==> config.mk <==
export PLATFORM = sky130hd
export DESIGN_NAME = alu_seq
export DESIGN_NICKNAME = d
export VERILOG_FILES = /design/src/rtl/alu_seq_pkg.sv /design/src/rtl/alu_bitshift.sv /design/src/rtl/alu_seq.sv
export SDC_FILE = /design/constraint.sdc
export NUM_CORES = 1
export LEC_CHECK = 0
export BUFFER_PORTS_ARGS = -buffer_cell sky130_fd_sc_hd__buf_4
export CAP_MARGIN = 10
export CORE_ASPECT_RATIO = 1.25
export CORE_MARGIN = 5
export CORE_UTILIZATION = 64
export DETAILED_ROUTE_END_ITERATION = 12
export MAX_ROUTING_LAYER = met4
export PLACE_DENSITY = 0.86
export SLEW_MARGIN = 20
export SYNTH_ARGS = -nofsm -noshare
export SYNTH_HDL_FRONTEND = slang
export SYNTH_SLANG_ARGS = --single-unit
==> constraint.sdc <==
create_clock -name clk -period 9.9 [get_ports clk]
set_input_delay 1.485 -clock clk [delete_from_list [all_inputs] [get_ports clk]]
set_output_delay 1.485 -clock clk [all_outputs]
set_load 0.03 [all_outputs]
==> src/rtl/alu_seq_pkg.sv <==
// ============================================================================
// alu_seq_pkg : opcode, FSM state and shift-direction definitions for alu_seq
// Revision    : 1.0
// ============================================================================
`default_nettype none

package alu_seq_pkg;

   typedef enum logic [2:0] {
      ADD = 3'b000,
      LSL = 3'b001,
      LSR = 3'b010,
      XOR = 3'b011,
      ADC = 3'b100,
      AND = 3'b101,
      SUB = 3'b110,
      CMP = 3'b111
   } alu_op_e;

   typedef enum logic [0:0] {
      IDLE  = 1'b0,
      SHIFT = 1'b1
   } alu_state_e;

   localparam logic SHIFT_LEFT  = 1'b0;
   localparam logic SHIFT_RIGHT = 1'b1;

endpackage

`default_nettype wire

==> src/rtl/alu_bitshift.sv <==
// ============================================================================
// alu_bitshift : iterative one-bit-per-cycle shifter with down-counter
// Revision     : 1.0
// ============================================================================
`default_nettype none

module alu_bitshift
   import alu_seq_pkg::*;
#(
   parameter int W  = 9,
   parameter int CW = $clog2(W + 2)
) (
   input  logic          clk,
   input  logic          reset,
   input  logic          load,
   input  logic          dir,
   input  logic [CW-1:0] amount,
   input  logic [W-1:0]  din,
   output logic [W-1:0]  acc,
   output logic          out_bit,
   output logic          last
);

   logic [W-1:0]  acc_q, acc_d;
   logic [CW-1:0] cnt_q, cnt_d;
   logic          dir_q, dir_d;
   logic [W-1:0]  shifted;

   // acc/out_bit present this cycle's step so the owner can retire on the final edge
   always_comb begin
      shifted = (dir_q == SHIFT_RIGHT) ? {1'b0, acc_q[W-1:1]} : {acc_q[W-2:0], 1'b0};
      out_bit = (dir_q == SHIFT_RIGHT) ? acc_q[0] : acc_q[W-1];
      acc_d   = acc_q;
      cnt_d   = cnt_q;
      dir_d   = dir_q;
      if (load) begin
         acc_d = din;
         cnt_d = amount;
         dir_d = dir;
      end else if (cnt_q != '0) begin
         acc_d = shifted;
         cnt_d = cnt_q - 1'b1;
      end
   end

   assign acc  = shifted;
   assign last = (cnt_q == CW'(1));

   always_ff @(posedge clk) begin
      if (reset) begin
         acc_q <= '0;
         cnt_q <= '0;
         dir_q <= SHIFT_LEFT;
      end else begin
         acc_q <= acc_d;
         cnt_q <= cnt_d;
         dir_q <= dir_d;
      end
   end

endmodule

`default_nettype wire

==> src/rtl/alu_seq.sv <==
// ============================================================================
// alu_seq  : multi-cycle ALU with start/busy/done handshake and carry register
// Revision : 1.0
// ============================================================================
`default_nettype none

module alu_seq
   import alu_seq_pkg::*;
#(
   parameter int W  = 9,
   parameter int CW = $clog2(W + 2)
) (
   input  logic         clk,
   input  logic         reset,
   input  logic         start,
   input  logic [2:0]   alu_cmd,
   input  logic [W-1:0] inA,
   input  logic [W-1:0] inB,
   output logic         busy,
   output logic         done,
   output logic [W-1:0] rslt,
   output logic         flag,
   output logic         zero,
   output logic         carry
);

   localparam logic [W-1:0] MAX_SHIFT = W'(W + 1);

   alu_state_e   state_q, state_d;
   logic [W-1:0] rslt_q, rslt_d;
   logic         flag_q, flag_d;
   logic         zero_q, zero_d;
   logic         carry_q, carry_d;
   logic         done_q, done_d;

   alu_op_e      op;
   logic [CW-1:0] shift_k;
   logic [W:0]   sum;
   logic [W:0]   diff;

   logic         sh_load;
   logic         sh_dir;
   logic [W-1:0] sh_acc;
   logic         sh_out;
   logic         sh_last;

   assign op      = alu_op_e'(alu_cmd);
   // Amounts beyond W+1 give the same all-zero result and zero flag as W+1
   assign shift_k = (inB >= MAX_SHIFT) ? CW'(W + 1) : inB[CW-1:0];
   assign sum     = {1'b0, inA} + {1'b0, inB} + {{W{1'b0}}, (op == ADC) & carry_q};
   assign diff    = {1'b0, inA} - {1'b0, inB};

   alu_bitshift #(
      .W  (W),
      .CW (CW)
   ) u_bitshift (
      .clk     (clk),
      .reset   (reset),
      .load    (sh_load),
      .dir     (sh_dir),
      .amount  (shift_k),
      .din     (inA),
      .acc     (sh_acc),
      .out_bit (sh_out),
      .last    (sh_last)
   );

   always_comb begin
      state_d = state_q;
      rslt_d  = rslt_q;
      flag_d  = flag_q;
      zero_d  = zero_q;
      carry_d = carry_q;
      done_d  = 1'b0;
      sh_load = 1'b0;
      sh_dir  = SHIFT_LEFT;
      case (state_q)
         IDLE: begin
            if (start) begin
               done_d = 1'b1;
               case (op)
                  ADD, ADC: begin
                     rslt_d  = sum[W-1:0];
                     flag_d  = sum[W];
                     carry_d = sum[W];
                  end
                  SUB: begin
                     rslt_d  = diff[W-1:0];
                     flag_d  = diff[W];
                     carry_d = diff[W];
                  end
                  XOR: begin
                     rslt_d = inA ^ inB;
                     flag_d = 1'b0;
                  end
                  AND: begin
                     rslt_d = inA & inB;
                     flag_d = 1'b0;
                  end
                  CMP: begin
                     rslt_d = '0;
                     flag_d = (inA == inB);
                  end
                  LSL, LSR: begin
                     if (shift_k == '0) begin
                        rslt_d = inA;
                        flag_d = 1'b0;
                     end else begin
                        done_d  = 1'b0;
                        sh_load = 1'b1;
                        sh_dir  = (op == LSR) ? SHIFT_RIGHT : SHIFT_LEFT;
                        state_d = SHIFT;
                     end
                  end
                  default: ;
               endcase
               if (op == CMP) begin
                  zero_d = (inA == inB);
               end else if (state_d == IDLE) begin
                  zero_d = (rslt_d == '0);
               end
            end
         end
         SHIFT: begin
            if (sh_last) begin
               rslt_d  = sh_acc;
               flag_d  = sh_out;
               zero_d  = (sh_acc == '0);
               done_d  = 1'b1;
               state_d = IDLE;
            end
         end
         default: state_d = IDLE;
      endcase
   end

   always_ff @(posedge clk) begin
      if (reset) begin
         state_q <= IDLE;
         rslt_q  <= '0;
         flag_q  <= 1'b0;
         zero_q  <= 1'b0;
         carry_q <= 1'b0;
         done_q  <= 1'b0;
      end else begin
         state_q <= state_d;
         rslt_q  <= rslt_d;
         flag_q  <= flag_d;
         zero_q  <= zero_d;
         carry_q <= carry_d;
         done_q  <= done_d;
      end
   end

   assign busy  = (state_q == SHIFT);
   assign done  = done_q;
   assign rslt  = rslt_q;
   assign flag  = flag_q;
   assign zero  = zero_q;
   assign carry = carry_q;

endmodule

`default_nettype wire

==> impl_metrics.env <==
export IMPL_grt_ovfl_total=0
export IMPL_cts_buffer_depth=2
export IMPL_async_flop_share_pct=0
export IMPL_utilization_pct=73.0
export IMPL_slew_headroom_pct=48.5
export IMPL_leakage_nw=1.31
export IMPL_antenna_left=0
export IMPL_fin_area_sq_um=3230
export IMPL_tns_ns=0
export IMPL_drt_iter0_markers=320
export IMPL_finalHoldViolations=0
export IMPL_routed_wl_microns=9500
export IMPL_worstPathMaxFanout=26
export IMPL_post_dp_cell_area_sq_um=3160
export IMPL_synth_ff_latch_count=28
export IMPL_synth_edf_count=0
export IMPL_antenna_cells=0
export IMPL_tritoncts="yes"
export IMPL_synthTopCellsByArea="dfxtp_1, ha_1, a21oi_1"
export IMPL_grt_max_degree=29
export IMPL_die_x_microns=70.6
export IMPL_required_ns=10.11
export IMPL_avgSynthCellArea_sq_um=7.33
export IMPL_synth_cells=401
export IMPL_cts_resized=0
export IMPL_timing_rr_end="zero$_SDFFE_PP0P_"
export IMPL_timing_critical_path_buf_inv=2
export IMPL_hold_path_class="register to register"
export IMPL_critical_path_class="primary input to register"
export IMPL_grt_usage_pct=31.9
export IMPL_clkTransAtPathRegs_ns=0.10
export IMPL_postCtsSetupBuffers=0
export IMPL_place_hpwl_microns=7210
export IMPL_timing_final_crit_share_pct=44.2
export IMPL_yosysUniqueCellTypes=64
export IMPL_yosysTopAreaCellShare_pct=19.1
export IMPL_cellPowerDensity_nw_per_um2=165
export IMPL_via_per_inst=6.79
export IMPL_ios=38
export IMPL_cts_htree_levels=1
export IMPL_grt_pass1_vias=3101
export IMPL_vias=3223
export IMPL_placedCellCount=471
export IMPL_drive_above_1_share_pct=14.1
export IMPL_holdBufCountCts=0
export IMPL_max_stage_delay_ns=0.55
export IMPL_clock_sinks=28
export IMPL_synth_top_cell_by_area="dfxtp_1"
export IMPL_synth_seq_area_share_pct=19.1
export IMPL_start_util_pct=66.4
export IMPL_p_total_w=0.000535
export IMPL_post_route_min_period_ns=4.37
export IMPL_final_max_slew_violation_count=0
export IMPL_yosysMostFrequentCell="a21oi_1"
export IMPL_stdcell_count=475
export IMPL_tightest_slew_ns=0.770
export IMPL_rrSetupSlack_ns=7.04
export IMPL_drc=0
export IMPL_rsz0062_at_grt="no"
export IMPL_die_h_microns=85.8
export IMPL_post_drt_wl_per_cell_microns=20.0
export IMPL_dr_pass1_iters=5
export IMPL_yosys_top_cells_count="a21oi_1, nand2_1, dfxtp_1"
export IMPL_num_nets_final=466
export IMPL_min_from="rslt[8]$_SDFFE_PP0P_"
export IMPL_path_cells="buf_4, nor2_1, and3_1, fa_1, inv_1, fa_1, o21bai_1, nand2_1, o21ai_0, o31ai_1, xnor2_1, o221ai_1, or4_1, a31oi_1"
export IMPL_yosys_most_used_dff="dfxtp_1"
export IMPL_r2r_cells=12
export IMPL_syn_num_nets=449
export IMPL_netlist_area_sq_um=2940
export IMPL_setup_worst_path_start_class="primary input"
export IMPL_fillers=362
export IMPL_outcome="finished clean"
export IMPL_vdd_drop_max_mv=0.160
export IMPL_grt_pass1_wl_microns=15200
export IMPL_gp_congestion=1.02
export IMPL_drv_cap=0
export IMPL_min_to="rslt[8]$_SDFFE_PP0P_"
export IMPL_cts_root_buf="clkbuf_8"
export IMPL_area_growth_pct=10.0
export IMPL_crit_path_frequent_cell="fa_1"
export IMPL_portBuffers=37
export IMPL_setup_violations=0
export IMPL_antenna_found_initial=0
export IMPL_yosys_warnings=0
export IMPL_fmax_ghz=0.229
export IMPL_hold_depth=2
export IMPL_core_sq_um=4430
export IMPL_num_rows=27
export IMPL_crit_path_end_kind="register"
export IMPL_numCtsBuffers=3
export IMPL_finClkSkew_ns=0.00412
export IMPL_rr_startpoint="carry$_SDFFE_PP0P_"
export IMPL_cp_arrival_ns=4.59
export IMPL_clock_latency_ns=0.27
export IMPL_crit_family="simple AND/OR/NAND/NOR gates"
export IMPL_critPathSlowestCell="or4_1"
export IMPL_dieArea_sq_um=6050
-- report_power, final --
part	internal, W	leakage (nW)	total [W]	switching [W]
Clock	0.0000541	0.0357	0.0000902	0.0000360
Sequential	0.000142	0.231	0.000173	0.0000310
Combinational	0.000110	1.04	0.000272	0.000162
-- flip-flops by register name, indices dropped and copies added (netlist names) --
| name | cells |
|---|---|
| u_bitshift.cnt_q | 4 |
| carry | 1 |
| u_bitshift.dir_q | 1 |
| busy | 1 |
| done | 1 |
| rslt | 9 |
| u_bitshift.acc_q | 9 |
| zero | 1 |
| flag | 1 |
-- through the flow --
step	hold slack (ns)	worst slack, ns
4_1_cts	0.482	5.62
2_1_floorplan	0.467	5.67
5_1_grt	0.506	5.36
3_5_place_dp	0.467	5.34
3_3_place_gp	0.467	5.39
6_report	0.484	5.53
-- routing by layer --
layer | share of wire [%] | vias up | wire length (microns) | GRT usage [%]
met1 | 41 | 1495 | 3850 | 37.3
met3 | 6.1 | 50 | 583 | 3.05
met4 | 5.1 | 0 | 484 | 14.7
met2 | 48 | 184 | 4570 | 54.9
met5 | 0 | - | 0 | -
li1 | - | 1494 | - | -
-- final cells by class --
type	instances	area [sq um]	share of cell area (%)
Timing Repair Buffer	38	285	8.83
Clock inverter	1	30.0	0.929
Sequential cell	28	561	17.3
Multi-Input combinational cell	320	2140	66.2
Inverter	27	101	3.14
Tap cell	58	72.6	2.25
Clock buffer	3	41.3	1.28
-- worst register-to-register path, delay by kind of cell, from the launching register on --
family | cells | cell delay, ns
buffers and inverters | 1 | 0.08
AND/OR/NAND/NOR | 3 | 0.83
adder cells (fa/ha/maj) | 2 | 0.58
XOR/XNOR | 1 | 0.16
flip-flops | 1 | 0.36
AO/OA/AOI/OAI | 5 | 0.80
-- kinds of logic after synthesis --
logic type	after synthesis	synth area share [%]
buffers and inverters	53	8.05
multiplexers	12	4.22
AND/OR/NAND/NOR	145	25.8
XOR/XNOR	10	2.98
adder cells (fa/ha/maj)	24	11.0
flip-flops	28	19.1
AO/OA/AOI/OAI	129	28.9
-- layout by cell type (no fill, tap or decap), types with 3 or more instances in the layout --
cell type,Yosys,final
mux2i_1,9,9
mux2_2,3,3
nand3b_1,3,3
ha_1,21,21
nand2_1,41,41
buf_4,6,38
a21o_1,3,3
or3_1,4,4
a31oi_1,4,4
xor2_1,3,3
a211oi_1,10,10
and2_1,3,3
nor2b_1,5,5
nand4_1,6,6
and3_1,3,3
a21oi_1,42,42
nor3_1,13,13
o21bai_1,5,5
o22ai_1,6,6
a311oi_1,3,3
dfxtp_1,28,28
nand3_1,16,16
o31ai_1,4,4
o211ai_1,9,9
fa_1,3,3
xnor2_1,7,7
clkbuf_8,0,3
or2_2,4,4
nand2b_1,6,6
nor2_1,24,24
inv_1,27,27
nor4_1,3,3
o21ai_0,21,21
-- worst max path at each step --
| stage | start | cells past startpoint | endpoint | slack [ns] |
|---|---|---|---|---|
| after detailed placement | alu_cmd[1] | 14 | zero$_SDFFE_PP0P_ | 5.34 |
| after global routing | alu_cmd[1] | 14 | zero$_SDFFE_PP0P_ | 5.36 |
| after CTS | alu_cmd[1] | 14 | zero$_SDFFE_PP0P_ | 5.62 |
| final | alu_cmd[0] | 14 | zero$_SDFFE_PP0P_ | 5.53 |
| after floorplan | alu_cmd[0] | 15 | zero$_SDFFE_PP0P_ | 5.67 |
| after global placement | alu_cmd[1] | 14 | zero$_SDFFE_PP0P_ | 5.39 |
Note: power is estimated with default switching activity, not from simulation.
